File: src/rtl/riscv_def.v
// +--------------------------------------------------------------------------+
// | riscv_def                                                                |
// | Shared RISC-V trace definitions: width of one {pc, inst} trace entry.    |
// | Revision: 1.0                                                            |
// +--------------------------------------------------------------------------+
`default_nettype none
`ifndef RISCV_DEF_V
`define RISCV_DEF_V
`define TRACE_ENTRY_W 64
`endif
`default_nettype wire

File: src/rtl/riscv_trace_serializer_pkg.sv
// +--------------------------------------------------------------------------+
// | riscv_trace_serializer_pkg                                               |
// | Trace entry type and helpers shared by the serializer and its storage.   |
// | Revision: 1.0                                                            |
// +--------------------------------------------------------------------------+
`default_nettype none
`ifndef TRACE_ENTRY_W
`include "riscv_def.v"
`endif

package riscv_trace_serializer_pkg;

   localparam int c_TRACE_ENTRY_W = `TRACE_ENTRY_W;

   typedef struct packed {
      logic [31:0] pc;
      logic [31:0] inst;
   } trace_entry_t;

   function automatic trace_entry_t make_entry(input logic [31:0] pc, input logic [31:0] inst);
      trace_entry_t e;
      e.pc   = pc;
      e.inst = inst;
      return e;
   endfunction

endpackage
`default_nettype wire

File: src/rtl/riscv_trace_ram.sv
// +--------------------------------------------------------------------------+
// | riscv_trace_ram                                                          |
// | DEPTH x trace-entry storage, two write ports, asynchronous read, no reset|
// | Revision: 1.0                                                            |
// +--------------------------------------------------------------------------+
`default_nettype none
`ifndef TRACE_ENTRY_W
`include "riscv_def.v"
`endif

module riscv_trace_ram
   import riscv_trace_serializer_pkg::*;
#(
   parameter int DEPTH = 8,
   parameter int AW    = $clog2(DEPTH)
) (
   input  logic          clk_i,
   input  logic          we0_i,
   input  logic [AW-1:0] waddr0_i,
   input  trace_entry_t  wdata0_i,
   input  logic          we1_i,
   input  logic [AW-1:0] waddr1_i,
   input  trace_entry_t  wdata1_i,
   input  logic [AW-1:0] raddr_i,
   output trace_entry_t  rdata_o
);

   logic [c_TRACE_ENTRY_W-1:0] r_mem [DEPTH];

   // The two write addresses are always distinct (wr_ptr and wr_ptr+1).
   always_ff @(posedge clk_i) begin
      if (we0_i) r_mem[waddr0_i] <= wdata0_i;
      if (we1_i) r_mem[waddr1_i] <= wdata1_i;
   end

   assign rdata_o = r_mem[raddr_i];

endmodule
`default_nettype wire

File: src/rtl/riscv_trace_serializer.sv
// +--------------------------------------------------------------------------+
// | riscv_trace_serializer                                                   |
// | Serializes a dual-lane retire stream into a single show-ahead trace FIFO.|
// | Revision: 1.0                                                            |
// +--------------------------------------------------------------------------+
`default_nettype none
`ifndef TRACE_ENTRY_W
`include "riscv_def.v"
`endif

module riscv_trace_serializer
   import riscv_trace_serializer_pkg::*;
#(
   parameter int DEPTH  = 8,
   parameter int DROP_W = 16
) (
   input  logic                      clk_i,
   input  logic                      rst_i,
   input  logic                      enable_i,
   input  logic                      clr_i,
   input  logic                      ret0_valid_i,
   input  logic [31:0]               ret0_pc_i,
   input  logic [31:0]               ret0_inst_i,
   input  logic                      ret1_valid_i,
   input  logic [31:0]               ret1_pc_i,
   input  logic [31:0]               ret1_inst_i,
   output logic                      trace_valid_o,
   output logic [31:0]               trace_pc_o,
   output logic [31:0]               trace_inst_o,
   input  logic                      trace_ready_i,
   output logic [$clog2(DEPTH):0]    level_o,
   output logic                      overflow_o,
   output logic [DROP_W-1:0]         drop_count_o,
   output logic [31:0]               retire_count_o
);

   localparam int c_AW = $clog2(DEPTH);
   localparam int c_LW = c_AW + 1;

   logic [c_AW-1:0]   r_wr_ptr;
   logic [c_AW-1:0]   r_rd_ptr;
   logic [c_LW-1:0]   r_level;
   logic              r_overflow;
   logic [DROP_W-1:0] r_drop_count;
   logic [31:0]       r_retire_count;

   logic [1:0]        w_n;
   logic [1:0]        w_acc_n;
   logic [c_LW-1:0]   w_free;
   logic              w_accept;
   logic              w_drop;
   logic              w_pop;
   logic [DROP_W:0]   w_drop_sum;
   trace_entry_t      w_wdata0;
   trace_entry_t      w_rdata;

   assign w_n = enable_i ? ({1'b0, ret0_valid_i} + {1'b0, ret1_valid_i}) : 2'd0;

   // Space is judged on pre-pop occupancy, so a same-cycle pop never helps.
   assign w_free   = c_LW'(DEPTH) - r_level;
   assign w_accept = (w_n != 2'd0) && (w_free >= {{(c_LW-2){1'b0}}, w_n});
   assign w_drop   = (w_n != 2'd0) && !w_accept;
   assign w_acc_n  = w_accept ? w_n : 2'd0;
   assign w_pop    = (r_level != '0) && trace_ready_i;

   assign w_drop_sum = {1'b0, r_drop_count} + (DROP_W+1)'(w_n);

   // A lone lane-1 instruction goes through write port 0 at wr_ptr.
   assign w_wdata0 = ret0_valid_i ? make_entry(ret0_pc_i, ret0_inst_i)
                                  : make_entry(ret1_pc_i, ret1_inst_i);

   riscv_trace_ram #(
      .DEPTH (DEPTH),
      .AW    (c_AW)
   ) u_ram (
      .clk_i    (clk_i),
      .we0_i    (w_accept && !clr_i),
      .waddr0_i (r_wr_ptr),
      .wdata0_i (w_wdata0),
      .we1_i    (w_accept && !clr_i && (w_n == 2'd2)),
      .waddr1_i (r_wr_ptr + c_AW'(1)),
      .wdata1_i (make_entry(ret1_pc_i, ret1_inst_i)),
      .raddr_i  (r_rd_ptr),
      .rdata_o  (w_rdata)
   );

   always_ff @(posedge clk_i or posedge rst_i) begin
      if (rst_i) begin
         r_wr_ptr       <= '0;
         r_rd_ptr       <= '0;
         r_level        <= '0;
         r_overflow     <= 1'b0;
         r_drop_count   <= '0;
         r_retire_count <= '0;
      end else if (clr_i) begin
         r_wr_ptr       <= '0;
         r_rd_ptr       <= '0;
         r_level        <= '0;
         r_overflow     <= 1'b0;
         r_drop_count   <= '0;
         r_retire_count <= '0;
      end else begin
         r_wr_ptr       <= r_wr_ptr + c_AW'(w_acc_n);
         r_rd_ptr       <= r_rd_ptr + c_AW'(w_pop);
         r_level        <= r_level + c_LW'(w_acc_n) - c_LW'(w_pop);
         r_retire_count <= r_retire_count + 32'(w_acc_n);
         if (w_drop) begin
            r_overflow   <= 1'b1;
            r_drop_count <= w_drop_sum[DROP_W] ? {DROP_W{1'b1}} : w_drop_sum[DROP_W-1:0];
         end
      end
   end

   assign trace_valid_o  = (r_level != '0);
   assign trace_pc_o     = trace_valid_o ? w_rdata.pc   : 32'd0;
   assign trace_inst_o   = trace_valid_o ? w_rdata.inst : 32'd0;
   assign level_o        = r_level;
   assign overflow_o     = r_overflow;
   assign drop_count_o   = r_drop_count;
   assign retire_count_o = r_retire_count;

endmodule
`default_nettype wire

File: config.mk
export PLATFORM = sky130hd
export DESIGN_NAME = riscv_trace_serializer
export DESIGN_NICKNAME = d
export VERILOG_FILES = /design/src/rtl/riscv_trace_serializer_pkg.sv /design/src/rtl/riscv_trace_ram.sv /design/src/rtl/riscv_trace_serializer.sv
export VERILOG_INCLUDE_DIRS = /design/src /design/src/rtl
export SDC_FILE = /design/constraint.sdc
export NUM_CORES = 1
export LEC_CHECK = 0
export CORE_MARGIN = 5
export CORE_UTILIZATION = 45
export CTS_BUF_LIST = sky130_fd_sc_hd__clkbuf_2
export CTS_CLUSTER_DIAMETER = 50
export CTS_CLUSTER_SIZE = 16
export DETAILED_ROUTE_END_ITERATION = 8
export PLACE_DENSITY = 0.72
export SYNTH_ARGS = -nofsm -noshare
export SYNTH_HDL_FRONTEND = slang
export SYNTH_HIERARCHICAL = 1
export SYNTH_SLANG_ARGS = --single-unit
File: constraint.sdc
create_clock -name clk_i -period 18.7 [get_ports clk_i]
set_clock_uncertainty 0.1 [all_clocks]
set_input_delay 3.74 -clock clk_i [delete_from_list [all_inputs] [get_ports clk_i]]
set_output_delay 3.74 -clock clk_i [all_outputs]
set_load 0.01 [all_outputs]
# Word-level counts from Yosys, hierarchy flattened
# Memory sizes are Yosys's and may differ from the RTL's.
# Cells that the tools add are included.
dict set report classes {
  n_eq_ne 1
  addsub 9
  magnitude_cmp 1
  div_mod_pow 0
  n_mux 18
  mul 0
  bitwise 0
  n_reduce_logical 10
  shift 0
}
# cell n
set op_table {}
lappend op_table {{32-bit two-way mux} 3}
lappend op_table {{64-bit two-way mux} 1}
lappend op_table {{16-bit two-way mux} 3}
lappend op_table {{32-bit by 2-bit adder with 32-bit output} 1}
lappend op_table {{16-bit by 2-bit adder with 17-bit output} 1}
lappend op_table {{1-bit two-way mux} 6}
lappend op_table {{3-bit two-way mux} 2}
lappend op_table {{1-bit logical AND} 5}
lappend op_table {{4-bit by 2-bit adder with 4-bit output} 1}
lappend op_table {{4-bit by 2-bit >= comparator with 1-bit output} 1}
lappend op_table {{2-bit two-way mux} 2}
lappend op_table {{4-bit two-way mux} 1}
lappend op_table {{2-bit nonzero test} 2}
lappend op_table {{4-bit nonzero test} 1}
lappend op_table {{4-bit by 1-bit subtractor with 4-bit output} 1}
lappend op_table {{4-bit subtractor, first input constant} 1}
lappend op_table {{3-bit by 1-bit adder with 3-bit output} 1}
lappend op_table {{3-bit by 1-bit adder with 3-bit output, second input constant} 1}
lappend op_table {{3-bit by 2-bit adder with 3-bit output} 1}
lappend op_table {{1-bit by 1-bit adder with 2-bit output} 1}
lappend op_table {{2-bit equality test, second input constant} 1}
lappend op_table {{1-bit logical NOT} 2}
dict set report word_totals {
  n_memories 1
  output_inout_bits 118
  in_bits 135
  mem_bits_rw 512
  latch_bits 0
  romBits 0
  register_bits 59
}
# name depth word_bits read_ports rd_ports_with_merged_regs write_ports line_no
set mem_list {}
lappend mem_list {u_ram.r_mem 8 64 1 0 2 riscv_trace_ram.sv:28} ;# logic [c_TRACE_ENTRY_W-1:0] r_mem [DEPTH];

# Longest topological paths before layout
# Gate-level depths: netlist of the first run.
dict set report depth {
  ltp_word 8
  ltp_mapped 15
  mapped_depth_nobuf 15
}

# Hierarchy
# Netlist of the first run, hierarchy kept.
# module area_each_um2 instances cells_each
set modules_own_cells {}
lappend modules_own_cells {riscv_trace_ram 25473.2 1 1330}
lappend modules_own_cells {riscv_trace_serializer 4608.2 1 501}

# Worst setup path after synthesis of the first run
# Ideal clock, no wire load.
dict set report synth_timing {
  path_type {in2reg}
  startpoint {in ret0_valid_i}
  endpoint {mem u_ram/r_mem[5][0] (netlist name) (enable)}
  cell_stages 8
  arrival_time_ns 9.736
  slack_ns 8.290
  t_required_ns 18.026
  setup_ns 0.574
  cell_sequence {ha_1 and2_1 ha_1 o21ai_0 nand3_1 nor3b_1 nand2b_1 o21ai_0}
}
# item line_no
set synth_rtl {}
lappend synth_rtl {{from (decl)} riscv_trace_serializer.sv:21} ;# input logic ret0_valid_i,
lappend synth_rtl {{to (decl)} riscv_trace_ram.sv:28}

==> results of run 1 <==
==> worst max-delay path: stages, from the launching register on <==
cell             delay [ns]
dfrtp_4                1.11
buf_4                  0.92
mux4_2                 0.65
mux2_2                 0.30
and2_1                 0.15
clkdlybuf4s50_1        0.48
==> how the worst max path moves through the flow <==
| stage | from | end | slack [ns] | depth (start not counted) |
|---|---|---|---|---|
| floorplan | ret0_valid_i | u_ram/r_mem[5][0] | 8.29 | 8 |
| global placement | ret1_valid_i | u_ram/r_mem[1][34] | 9.93 | 12 |
| detailed placement | ret1_valid_i | u_ram/r_mem[1][34] | 9.81 | 12 |
| CTS | r_rd_ptr[0] | trace_pc_o[31] | 9.85 | 5 |
| global route | r_rd_ptr[0] | trace_pc_o[31] | 9.69 | 5 |
| finish | r_rd_ptr[0] | trace_inst_o[2] | 10.12 | 5 |
==> layer usage <==
metal / vias up / GRT usage / wire length [µm]
li1: 7737 / - / -
met5: - / 0 / 0
met1: 9095 / 0.277 / 31400
met4: 0 / 0.0427 / 1150
met2: 485 / 0.343 / 37200
met3: 93 / 0.0308 / 3990
==> area by class of cell <==
class	count	area [µm²]
diodes	2	5.00
fillers	5359	31800
clock inverters	44	505
flip-flops and latches	571	16900
repair buffers	277	2700
multi-input cells	1114	12500
well taps	864	1080
clock buffers	73	365
inverters	28	105
==> registers in the layout, indices dropped and copies added (netlist names) <==
signal	count
u_ram/r_mem	512
retire_count_o	32
drop_count_o	16
level_o	4
r_rd_ptr	3
r_wr_ptr	3
overflow_o	1
==> where the power goes <==
part           switching, µW  internal, µW  total (µW)
logic                    430           533         963
clock network            471           233         704
registers               46.8          1450        1500
total                    948          2220        3170
==> kinds of logic (layout without fill, tap and decap cells) <==
family | after synthesis | in the layout | synth area share
compound gates | 45 | 45 | 0.0103
xor+xnor | 36 | 36 | 0.0105
fa+ha+maj | 22 | 22 | 0.0101
buf+inv | 146 | 422 | 0.0265
flops | 571 | 571 | 0.560
mux | 769 | 769 | 0.336
other cells | 0 | 2 | 0
simple gates | 242 | 242 | 0.0466
==> cells in the final DEF, fill, tap and decap left out, drive strengths merged, types with 9 or more instances in the layout <==
cell and count:
mux2 641, edfxtp 512, clkdlybuf4s50 250, mux4 128, clkbuf 73, and2 68
dfrtp 59, nor2 55, inv 41, buf 27, xnor2 23, clkinv 21
nand2 20, ha 18, nand4 17, nand3 15, nor3 15, a21oi 14
xor2 13, nor4 13, nor2b 11, o21ai 9
==> stage by stage <==
stage / power, µW / hold WS [ns]
final: 3170 / 0.429
after global routing: 3330 / 0.473
after CTS: 3210 / 0.437
after detailed placement: 2500 / 0.389
after global placement: 2490 / 0.381
after floorplan: 2120 / 0.415
==> run metrics, run 1 <==
Async S/R FF share, synth=0.103; VDD IR max=0.0000692 V; Pleak=0.0111 µW; Mapped Cells=1831; # nets final=2215; worst reg-to-reg setup slack=around 14 ns; setup bufs post-CTS=0; maximum operating frequency=0.117 GHz; RSZ-0062 raised after global routing=no; count of pins over their slew limit=0; dpl cell area=33300 µm²; synthesized area=30100 µm²; Final setup viols=0; input/output buffers=252; initial core utilization=0.456; Clk pin slew, worst setup/hold paths=0.21 ns; CTS Buffer Depth=3; Post-Syn Nets=about 2000; Yosys reg bits=571; Slew @ Worst Pin=1.21 ns; # rows=94; Ys Warns=6; largest net degree at the start of global routing=roughly 70; vias per cell=between 5 and 6; post_cts resized=0; Reg2Reg Depth=11; full die area=72100 µm²; hold endpoint=overflow_o; chip height=between 200 and 300 µm; final core occ=0.518; Starting DRT DRC Count=about 1300; GR Overflow Total=0; initial antenna violation count=1; I/O pin count=253; Yosys top cell area share=0.511; RR Startpoint=level_o[0]; Crit Path Max Fanout=48; Area contributors post-synth=edfxtp_1, mux2_2, mux4_2; Die Wd=269 µm; dpl cells=between 2000 and 3000; final instance area=approximately 34000 µm²; Final Non-Filler Cells=2973; Max-slew headroom=0.192; post-synthesis sequential area ratio=0.560; Area Overhead vs Synth=13.6%; crit path launch type=register; GP Congestion=0.812; Setup crit end kind=primary output; EDFF count, synth=512; Worst Hold Depth=2; hold crit path type=register to register; status=completed; crit path time final=8.58 ns; clock sinks=571; WP data required=~15 ns; post-synth top area cell=edfxtp_1; routed len/inst=between 20 and 25 µm; Pre-antenna DRT Iters=5; antenna-violating nets left=0; dpl hpwl=43.1 mm; final hold vios=0; Final TNS setup=0 ns; Setup CP Type=register to primary output; vias in the first global route=18500; top_reg_cell synth=edfxtp_1; gr usage total=0.201; synth unique cells=55; TritonCTS buffer count=66; worst slack, placed=9.81 ns; maximum level of the CTS H-tree=3; CP arrival=~4.7 ns; via count=17400; power per cell area=92.6 nW/µm²; Post-CTS Hold Buffers=0; Residual DRC=0; Core Region=roughly 66000 µm²; layout cells sized above 1=0.446; root buf cell=clkbuf_2; Final WS setup=10.12 ns; CTS tree=yes; Clock Latency Late Sink=between 1 and 1.5 ns; Final period util=0.459; leading cell types by count after synthesis=mux2_2, edfxtp_1, mux4_2; Avg Cell Area, Syn=16.4 µm²; max-cap check violation count=0; final wirelength=73.7 mm; hold_sp=overflow_o; first-pass GRT wire length=112 mm; r2r endpoint=u_ram/r_mem[1][24]; top-count cell post-synth=mux2_2
Power figures use the tool's default switching activity.
==> run 2: changes to the inputs <==
- PLACE_DENSITY: 0.72 -> 0.74
- clock period: 18.7 -> 7 ns (I/O delays scaled with it)
==> run metrics, run 2 (synthesized netlist as in run 1, its figures left out) <==
status=completed; final hold vios=0; via count=17400; # nets final=2221; Final setup viols=0; setup bufs post-CTS=0; initial antenna violation count=4; hold_sp=overflow_o; Post-CTS Hold Buffers=0; maximum operating frequency=0.171 GHz; CP arrival=4.35 ns; CTS tree=yes; RR Startpoint=level_o[0]; WP data required=~5.5 ns; routed len/inst=25.1 µm; hold crit path type=register to register; Clk pin slew, worst setup/hold paths=0.22 ns; power per cell area=247 nW/µm²; largest net degree at the start of global routing=67; Reg2Reg Depth=10; chip height=269 µm; Starting DRT DRC Count=1256; crit path launch type=register; dpl hpwl=45.0 mm; GR Overflow Total=0; TritonCTS buffer count=61; Slew @ Worst Pin=~1.2 ns; Final period util=0.836; maximum level of the CTS H-tree=2; I/O pin count=about 250; initial core utilization=0.456; Final TNS setup=0 ns; CTS Buffer Depth=3; Crit Path Max Fanout=31; Worst Hold Depth=2; antenna-violating nets left=0; hold endpoint=overflow_o; Die Wd=269 µm; count of pins over their slew limit=0; Clock Latency Late Sink=1.20 ns; Pleak=0.0112 µW; Area Overhead vs Synth=14.4%; Core Region=66000 µm²; root buf cell=clkbuf_2; Residual DRC=0; input/output buffers=252; max-cap check violation count=0; Setup CP Type=register to primary output; Max-slew headroom=0.207; GP Congestion=0.859; vias in the first global route=18500; number of flip-flops under the largest register name=just over 500; clock sinks=571; Design Power=8500 µW; Setup crit end kind=primary output; Pre-antenna DRT Iters=4; worst slack, placed=approximately 1.2 ns; RSZ-0062 raised after global routing=no; vias per cell=5.85; full die area=~70000 µm²; # rows=94; VDD IR max=0.000152 V; Final WS setup=1.15 ns; most frequent cells in the layout=mux2_2, edfxtp_1, clkdlybuf4s50_1; most flop-heavy register=u_ram/r_mem; final wirelength=between 70 and 80 mm; layout cells sized above 1=0.449; worst reg-to-reg setup slack=2.68 ns; commonest non-fill, non-tap cell in the layout=mux2_2; post_cts resized=0; hold slack=0.422 ns; r2r endpoint=u_ram/r_mem[4][5]; gr usage total=0.205; crit path time final=5.85 ns; first-pass GRT wire length=115 mm
run 2: area by class of cell:
cell class	count	area, µm²
diodes	4	10.0
clock buffers	68	340
clock inverters	48	542
fillers	5334	31600
inverters	28	105
multi-input cells	1114	12500
flip-flops and latches	571	16900
well taps	864	1080
repair buffers	288	2940
run 2: layer usage:
metal  part of all wire  vias up  global-route usage
met4              0.016        2              0.0373
met2               0.51      501               0.362
li1                   -     7757                   -
met1               0.42     9091               0.276
met3              0.051       98              0.0290
met5            0.00017        -                   0
run 2: worst max path at each step:
stage,startpoint,end,slack [ns]
after CTS,r_rd_ptr[0],trace_inst_o[0],0.89
after global placement,ret1_valid_i,u_ram/r_mem[4][13],1.29
after floorplan,ret0_valid_i,u_ram/r_mem[7][0],-1.05
after detailed placement,ret1_valid_i,u_ram/r_mem[4][13],1.16
final,r_rd_ptr[0],trace_inst_o[0],1.15
after global routing,r_rd_ptr[0],trace_inst_o[0],0.74
run 2: per-stage QoR:
stage                      util  std cells  instance area (µm²)
after floorplan               -       1831                30100
after global placement    0.508       2865                33500
after detailed placement  0.508       2865                33500
after CTS                 0.521       2981                34400
after global routing      0.522       2985                34400
final                     0.522       2985                34400
run 2: power by group:
group	switching (µW)	leakage [µW]	total, µW	internal, µW
combinational	1180	0.00519	2620	1440
sequential	114	0.00543	3990	3870
clock	1300	0.000539	1890	595
total	2590	0.0112	8500	5910
run 2: worst max-delay path, cell delays in order, from the launching register on:
cell             delay [ns]
dfrtp_4                0.92
buf_4                  0.60
mux4_2                 0.58
mux2_2                 0.27
and2_1                 0.22
clkdlybuf4s50_1        0.52
